**src/rtl/spi_pkg.sv**
```systemverilog
// Shared definitions for the SPI slave port: default frame width, FSM encoding
// and the cpol/cpha sample-edge decode.
package spi_pkg;

   localparam int unsigned DATA_W_DEF = 8;

   typedef enum logic {
      ST_IDLE   = 1'b0,
      ST_ACTIVE = 1'b1
   } spi_state_e;

   // An sclk edge is a sample edge when (edge is leading) XOR cpha.
   function automatic logic sample_edge(input logic is_leading, input logic cpha);
      return is_leading ^ cpha;
   endfunction

endpackage

```
**src/rtl/spi_sync_edge.sv**
```systemverilog
// Multi-flop synchroniser for one asynchronous SPI pin, with single-cycle
// rise/fall pulses derived from the synchronised level.
module spi_sync_edge #(
   parameter int unsigned STAGES  = 2,
   parameter logic        RST_VAL = 1'b0
) (
   input  logic pclk,
   input  logic preset_n,
   input  logic i_d,
   output logic o_q,
   output logic o_rise,
   output logic o_fall
);

   logic [STAGES-1:0] r_sync;
   logic              r_prev;

   // NOTE: sequential state uses non-blocking assignments so every flop samples
   // the pre-edge value of its neighbour; blocking here would collapse the chain.
   always_ff @(posedge pclk or negedge preset_n) begin
      if (!preset_n) begin
         r_sync <= {STAGES{RST_VAL}};
         r_prev <= RST_VAL;
      end else begin
         r_sync <= {r_sync[STAGES-2:0], i_d};
         r_prev <= r_sync[STAGES-1];
      end
   end

   assign o_q    = r_sync[STAGES-1];
   assign o_rise =  o_q & ~r_prev;
   assign o_fall = ~o_q &  r_prev;

endmodule

```
**src/rtl/spi_slave_if.sv**
```systemverilog
// SPI responder port in the pclk domain: all four cpol/cpha modes, LSB/MSB first.
// Optional overrun detection is built when SPI_SLV_OVR_DET_EN is defined.
module spi_slave_if
   import spi_pkg::*;
#(
   parameter int unsigned DATA_W      = DATA_W_DEF,
   parameter int unsigned SYNC_STAGES = 2
) (
   input  logic              pclk,
   input  logic              preset_n,
   input  logic              spi_en,
   input  logic              cpol,
   input  logic              cpha,
   input  logic              lsbfe,
   input  logic              sclk,
   input  logic              ss,
   input  logic              mosi,
   output logic              miso,
   output logic              miso_oe,
   input  logic [DATA_W-1:0] tx_data,
   input  logic              tx_load,
   output logic              tx_ready,
   output logic [DATA_W-1:0] rx_data,
   output logic              rx_valid,
   input  logic              rx_ack,
   output logic              busy
`ifdef SPI_SLV_OVR_DET_EN
   ,
   output logic              overrun
`endif
);

   localparam int unsigned CNT_W = (DATA_W > 2) ? $clog2(DATA_W) : 1;
   localparam logic [CNT_W-1:0] LAST_BIT = CNT_W'(DATA_W - 1);

   logic w_sclk_q, w_sclk_rise, w_sclk_fall;
   logic w_ss_q,   w_ss_rise,   w_ss_fall;
   logic w_mosi_q, w_mosi_rise, w_mosi_fall;
   logic w_unused;

   spi_sync_edge #(.STAGES(SYNC_STAGES), .RST_VAL(1'b0)) u_sync_sclk (
      .pclk(pclk), .preset_n(preset_n), .i_d(sclk),
      .o_q(w_sclk_q), .o_rise(w_sclk_rise), .o_fall(w_sclk_fall)
   );

   spi_sync_edge #(.STAGES(SYNC_STAGES), .RST_VAL(1'b1)) u_sync_ss (
      .pclk(pclk), .preset_n(preset_n), .i_d(ss),
      .o_q(w_ss_q), .o_rise(w_ss_rise), .o_fall(w_ss_fall)
   );

   spi_sync_edge #(.STAGES(SYNC_STAGES), .RST_VAL(1'b0)) u_sync_mosi (
      .pclk(pclk), .preset_n(preset_n), .i_d(mosi),
      .o_q(w_mosi_q), .o_rise(w_mosi_rise), .o_fall(w_mosi_fall)
   );

   assign w_unused = ^{w_sclk_q, w_mosi_rise, w_mosi_fall};

   spi_state_e        r_state, w_state_nxt;
   logic              w_start;
   logic [CNT_W-1:0]  r_bit_cnt;
   logic [DATA_W-1:0] r_tx_shift, r_tx_hold, r_rx_shift, r_rx_data;
   logic              r_tx_ready, r_rx_valid;

   logic w_lead, w_trail, w_sample, w_drive;
   logic w_active_run, w_bit_smp, w_done, w_shift, w_consume, w_load, w_out_bit;
   logic [DATA_W-1:0] w_rx_next;

   assign w_lead   = cpol ? w_sclk_fall : w_sclk_rise;
   assign w_trail  = cpol ? w_sclk_rise : w_sclk_fall;
   assign w_sample = (w_lead  & sample_edge(1'b1, cpha)) |
                     (w_trail & sample_edge(1'b0, cpha));
   assign w_drive  = (w_lead | w_trail) & ~w_sample;

   always_ff @(posedge pclk or negedge preset_n) begin
      if (!preset_n) r_state <= ST_IDLE;
      else           r_state <= w_state_nxt;
   end

   // NOTE: every output of this block is assigned a default before the case,
   // so no path leaves a value held and no latch is inferred.
   always_comb begin
      w_state_nxt = r_state;
      w_start     = 1'b0;
      unique case (r_state)
         ST_IDLE: begin
            if (spi_en && w_ss_fall) begin
               w_state_nxt = ST_ACTIVE;
               w_start     = 1'b1;
            end
         end
         ST_ACTIVE: begin
            if (!spi_en || w_ss_rise) w_state_nxt = ST_IDLE;
         end
      endcase
   end

   assign w_active_run = (r_state == ST_ACTIVE) & spi_en & ~w_ss_rise;
   assign w_bit_smp    = w_active_run & w_sample;
   assign w_done       = w_bit_smp & (r_bit_cnt == LAST_BIT);
   // The first drive edge of each frame finds the first bit already in place.
   assign w_shift      = w_active_run & w_drive & (r_bit_cnt != '0);
   assign w_consume    = w_start | w_done;
   assign w_load       = tx_load & r_tx_ready;

   assign w_rx_next = lsbfe ? {w_mosi_q, r_rx_shift[DATA_W-1:1]}
                            : {r_rx_shift[DATA_W-2:0], w_mosi_q};

   always_ff @(posedge pclk or negedge preset_n) begin
      if (!preset_n) begin
         r_bit_cnt  <= '0;
         r_rx_shift <= '0;
      end else begin
         if (w_start || w_done)  r_bit_cnt <= '0;
         else if (w_bit_smp)     r_bit_cnt <= r_bit_cnt + 1'b1;
         if (w_bit_smp)          r_rx_shift <= w_rx_next;
      end
   end

   // Consume happens before load, so a same-cycle load lands in the freed register.
   always_ff @(posedge pclk or negedge preset_n) begin
      if (!preset_n) begin
         r_tx_shift <= '0;
         r_tx_hold  <= '0;
         r_tx_ready <= 1'b1;
      end else begin
         if (w_consume)    r_tx_shift <= r_tx_hold;
         else if (w_shift) r_tx_shift <= lsbfe ? (r_tx_shift >> 1) : (r_tx_shift << 1);
         if (w_load) begin
            r_tx_hold  <= tx_data;
            r_tx_ready <= 1'b0;
         end else if (w_consume) begin
            r_tx_ready <= 1'b1;
         end
      end
   end

`ifdef SPI_SLV_OVR_DET_EN
   logic r_overrun;

   always_ff @(posedge pclk or negedge preset_n) begin
      if (!preset_n) begin
         r_rx_data  <= '0;
         r_rx_valid <= 1'b0;
         r_overrun  <= 1'b0;
      end else begin
         if (w_done && r_rx_valid && !rx_ack) begin
            r_overrun <= 1'b1;
         end else if (w_done) begin
            r_rx_data  <= w_rx_next;
            r_rx_valid <= 1'b1;
         end else if (rx_ack) begin
            r_rx_valid <= 1'b0;
         end
         if (rx_ack) r_overrun <= 1'b0;
      end
   end

   assign overrun = r_overrun;
`else
   always_ff @(posedge pclk or negedge preset_n) begin
      if (!preset_n) begin
         r_rx_data  <= '0;
         r_rx_valid <= 1'b0;
      end else begin
         if (w_done) begin
            r_rx_data  <= w_rx_next;
            r_rx_valid <= 1'b1;
         end else if (rx_ack) begin
            r_rx_valid <= 1'b0;
         end
      end
   end
`endif

   assign w_out_bit = lsbfe ? r_tx_shift[0] : r_tx_shift[DATA_W-1];
   assign miso_oe   = spi_en & ~w_ss_q;
   assign miso      = miso_oe & w_out_bit;
   assign tx_ready  = r_tx_ready;
   assign rx_data   = r_rx_data;
   assign rx_valid  = r_rx_valid;
   assign busy      = (r_state == ST_ACTIVE);

endmodule

```
**config.mk**
```make
export PLATFORM = sky130hd
export DESIGN_NAME = spi_slave_if
export DESIGN_NICKNAME = d
export VERILOG_FILES = /design/src/rtl/spi_pkg.sv /design/src/rtl/spi_sync_edge.sv /design/src/rtl/spi_slave_if.sv
export SDC_FILE = /design/constraint.sdc
export NUM_CORES = 1
export LEC_CHECK = 0
export CORE_ASPECT_RATIO = 1.4
export CORE_MARGIN = 1
export CORE_UTILIZATION = 35
export CTS_BUF_LIST = sky130_fd_sc_hd__clkbuf_2
export DETAILED_ROUTE_END_ITERATION = 10
export PLACE_DENSITY = 0.6
export REMOVE_ABC_BUFFERS = 1
export SYNTH_ARGS = -nofsm -noshare
export SYNTH_HDL_FRONTEND = slang
export SYNTH_SLANG_ARGS = --single-unit
```
**constraint.sdc**
```tcl
create_clock -name pclk -period 6.1 [get_ports pclk]
set_input_delay 1.83 -clock pclk [delete_from_list [all_inputs] [get_ports pclk]]
set_output_delay 1.83 -clock pclk [all_outputs]
set_load 0.01 [all_outputs]
```
== After elaboration in Yosys (flattened, before gate mapping) ==
Cells that the tools add are included.
Word-level totals
  bits in registers: 46
  bits of input ports: 19
  output and inout bits: 13
  logic and storage cells: 68
Cells by class
  $add $sub $neg: 1
  equality and inequality tests: 1
  muxes and demuxes: 17
  bitwise logic cells: 27
  reductions and logical operators: 9
Operators by type and width (count)
  $mux W8: 4
  $and A1 B1 Y1: 16
  $mux W1: 10
  $not A1 Y1: 8
  $reduce_bool A2 Y1: 4
  $mux W3: 2
  $add A3 B1 Y3 const B: 1
  $eq A3 B3 Y1 const B: 1
  $or A1 B1 Y1: 3
  $reduce_bool A3 Y1: 1
  $logic_or A1 B1 Y1: 2
  $pmux W1 S2: 1
  $logic_and A1 B1 Y1: 1
  $logic_not A1 Y1: 1

== Logic depth before layout (Yosys ltp) ==
  word-level depth: 11
  depth in mapped cells: 7
  gate-level depth less buffers: 6

== Modules after synthesis ==
A second synthesis with hierarchy kept.
Second synthesis, totals
  cell total of the unflattened synthesis: 176
  area total of the unflattened synthesis: 2092.0 µm²
By module, submodules not included
  spi_slave_if: instances 1, cells each 161, area an instance 1818.0 µm², seq. area each 952.2 µm²
  spi_sync_edge (u_sync_mosi ...): instances 2, cells each 5, area an instance 90.1 µm², seq. area each 75.1 µm²
  spi_sync_edge (u_sync_ss): instances 1, cells each 5, area an instance 93.8 µm², seq. area each 78.8 µm²

== Worst setup path before layout ==
Ideal clock, no wire load.
  path type: input to output
  start point: input lsbfe
  end point: output miso
  data arrival time: 2.674 ns
  required time: 4.270 ns
  setup slack: 1.596 ns
  stages: 4
  buffers on the path: 2
  cell sequence: clkbuf_1 > buf_2 > mux2i_1 > nor2b_1
On the way
  cells in the longest elaborated chain, start to end: 2
RTL lines
  start: declaration: line spi_slave_if.sv:14  | input logic lsbfe,
  $mux W1: line spi_slave_if.sv:175  | assign w_out_bit = lsbfe ? r_tx_shift[0] : r_tx_shift[DATA_W-1];
  $and A1 B1 Y1: line spi_slave_if.sv:177  | assign miso = miso_oe & w_out_bit;
  end: declaration: line spi_slave_if.sv:18  | output logic miso,
No other way between the ends.

== Worst setup path in the final report ==
  start point: input spi_en
  end point: output miso
On the way
  cells in the longest elaborated chain, start to end: 2
RTL lines
  start: declaration: line spi_slave_if.sv:11  | input logic spi_en,
  $and A1 B1 Y1: line spi_slave_if.sv:176  | assign miso_oe = spi_en & ~w_ss_q;
  $and A1 B1 Y1: line spi_slave_if.sv:177
No other way between the ends.

==> out/metrics.yaml <==
layout_commonest_cell: "dfrtp_1"
skew_ps: 28.8
cts-resized-gates: 0
avgSynthCellArea_um2: 13.5
htreeDepth: 2
cp-end-kind: "primary output"
yosysSeqAreaShare_pct: 57.2
clock.fmax_mhz: 192
power.internal_mw: 0.480
slew_violations: 0
finalSetupTns_ps: 0
cts_tree: "built"
root_buffer: "clkbuf_2"
grt_pass1_wl_um: 6790
start_util_pct: 36.6
p_sw_mw: 0.170
worst_slew_pin_slew_ps: 1010
clockBufferDepth: 2
maxCapViolCount: 0
required_ps: 4270
ys_ff_latch: 46
syn_inst: 150
critPathSlowestCell: "clkdlybuf4s50_1"
routed_wl_um: 3960
die_area_mm2: 0.00609
ir_drop_mv: 0.181
clkSinkCount: 46
power_density_mw_per_mm2: 264
wl_per_cell_um: 15.6
p_seq_share_pct: 58.7
antenna_found_initial: 0
cts_buffers: 5
clock_latency_ps: 420
syn_area_mm2: 0.00202
avgViaCountPerCell: 5.13
final_cell_mix: "dfrtp_1, mux2_2, clkdlybuf4s50_1"
num_vias: 1304
gp_congestion: 0.750
n_antenna_cell: 0
fin_nets: 207
ant_nets: 0
combPwrFrac_pct: 15.9
dr.pass1.iters: 2
yosys_warnings: 0
dr.first_iter.drc_count: 22
path_clk_slew_ps: 200
area_growth_pct: 21.9
path_cells: "clkdlybuf4s50_1 > nor2b_1 > nor2b_1 > clkdlybuf4s50_1"
grt_pass1_vias: 1423
hold_path_class: "reg2reg"
dp_hpwl_um: 2840
relSlewSlack_pct: 32.5
rows: 32
leakagePower_nw: 1.10
drive_gt1_share_pct: 28.0
core-area_mm2: 0.00553
synth.distinct_cells: 31
p_clk_share_pct: 25.3
io_pins: 32
postCtsHoldBufs: 0
slowest_delay_ps: 630
finalSetupViolations: 0
synth_area_leaders: "dfrtp_1, mux2_2, dfstp_2"
synth_top_area_share_pct: 52.0
crit_type: "in2out"
arrival_ps: 3380
timing_hold_violations_final: 0
swShare_pct: 26.1
whs_ps: 372
start_kind: "primary input"
drc: 0
grt_usage_pct: 15.0
fin_crit_ps: 5210
die_h_um: 91.9
post_cts_buffers: 0
rsz0062_at_grt: "no"
portBuffers: 31
cp_max_fo: 8
grt_overflow_total: 0
die_x_um: 66.2
synth_top_area_cell: "dfrtp_1"
grt_max_degree: 47
min_period_over_period_pct: 85.4
outcome: "finished, final reports clean"
==> per-layer routing <==
layer	vias up	global-route usage (%)	part of all wire, %
met1	671	17.3	41
met3	7	3.73	4.1
met2	24	25.6	53
met4	0	6.91	2.1
li1	602	-	-
met5	-	0	0
==> critical path, delay by kind of cell <==
kind | cells | cell delay (ps)
buf+inv | 2 | 1160
simple gates | 2 | 390
==> Yosys cell counts <==
cell type  count
a21oi_1        2
a21oi_2        1
a221o_1        5
a31oi_1        1
and2_1         1
and3_1         1
and3b_1        1
buf_2          2
buf_4          1
clkbuf_1       1
dfrtp_1       42
dfstp_2        4
ha_1           3
inv_1          5
mux2_2        32
mux2i_1        8
mux2i_2        1
nand2_1        8
nand2_2        1
nand2b_1       1
nand3_1        6
nand3b_1       1
nor2_1         2
nor2_2         1
nor2b_1        8
nor4b_4        1
o21ai_0        2
o21ai_1        3
o22ai_1        3
o32ai_2        1
xor2_1         1
==> state kept, by name (all words and copies together), names as in the netlist <==
signal              count
u_sync_ss.r_sync        2
u_sync_ss.r_prev        1
tx_ready                1
u_sync_sclk.r_prev      1
u_sync_sclk.r_sync      2
r_tx_shift              8
rx_data                 8
rx_valid                1
busy                    1
u_sync_mosi.r_sync      2
r_rx_shift              8
r_bit_cnt               3
r_tx_hold               8
==> worst paths after layout <==
kind                                startpoint                     to  slack [ps]  depth (start not counted)
max in group asynchronous             preset_n  u_sync_sclk.r_sync[0]        3910                          1
setup reg to reg              u_sync_ss.r_prev             rx_data[2]        3870                          5
setup / recovery                        spi_en                   miso         890                          4
hold reg to reg            u_sync_ss.r_sync[0]    u_sync_ss.r_sync[1]         370                          0
hold / removal             u_sync_ss.r_sync[0]    u_sync_ss.r_sync[1]         370                          0
min in group asynchronous             preset_n          r_tx_shift[1]        1550                          1
==> logic make-up after synthesis <==
kind of cell / Yosys count / share of synthesized area, %
buf+inv: 9 / 1.98
mux: 41 / 22.5
simple gates: 32 / 9.35
fa+ha+maj: 3 / 1.86
flops: 46 / 57.2
xor+xnor: 1 / 0.434
compound gates: 18 / 6.69
==> area by class of cell <==
| class | instances | area (µm²) |
|---|---|---|
| Fill cell | 520 | 3060 |
| Inverter | 5 | 18.8 |
| Sequential cell | 46 | 1160 |
| Multi-Input combinational cell | 95 | 825 |
| Clock buffer | 5 | 25.0 |
| Tap cell | 68 | 85.1 |
| Timing Repair Buffer | 32 | 313 |
| Clock inverter | 3 | 40.0 |
==> power by group through the flow <==
stage / Clock (mW) / Sequential (mW) / Combinational (mW)
final: 0.165 / 0.382 / 0.104
after global routing: 0.184 / 0.387 / 0.115
after CTS: 0.171 / 0.382 / 0.106
after floorplan: 0 / 0.376 / 0.0689
after global placement: 0 / 0.386 / 0.101
after detailed placement: 0 / 0.388 / 0.105
==> through the flow <==
step / utilization [%] / setup slack (ps) / area [µm²] / power (mW) / cells
floorplan: - / 1930 / 2000 / 0.445 / 146
global placement: 43.4 / 908 / 2400 / 0.486 / 246
detailed placement: 43.4 / 875 / 2400 / 0.493 / 246
CTS: 44.6 / 872 / 2460 / 0.659 / 254
global route: 44.6 / 799 / 2460 / 0.686 / 254
finish: 44.6 / 888 / 2460 / 0.650 / 254
(Power assumes the default switching activity.)
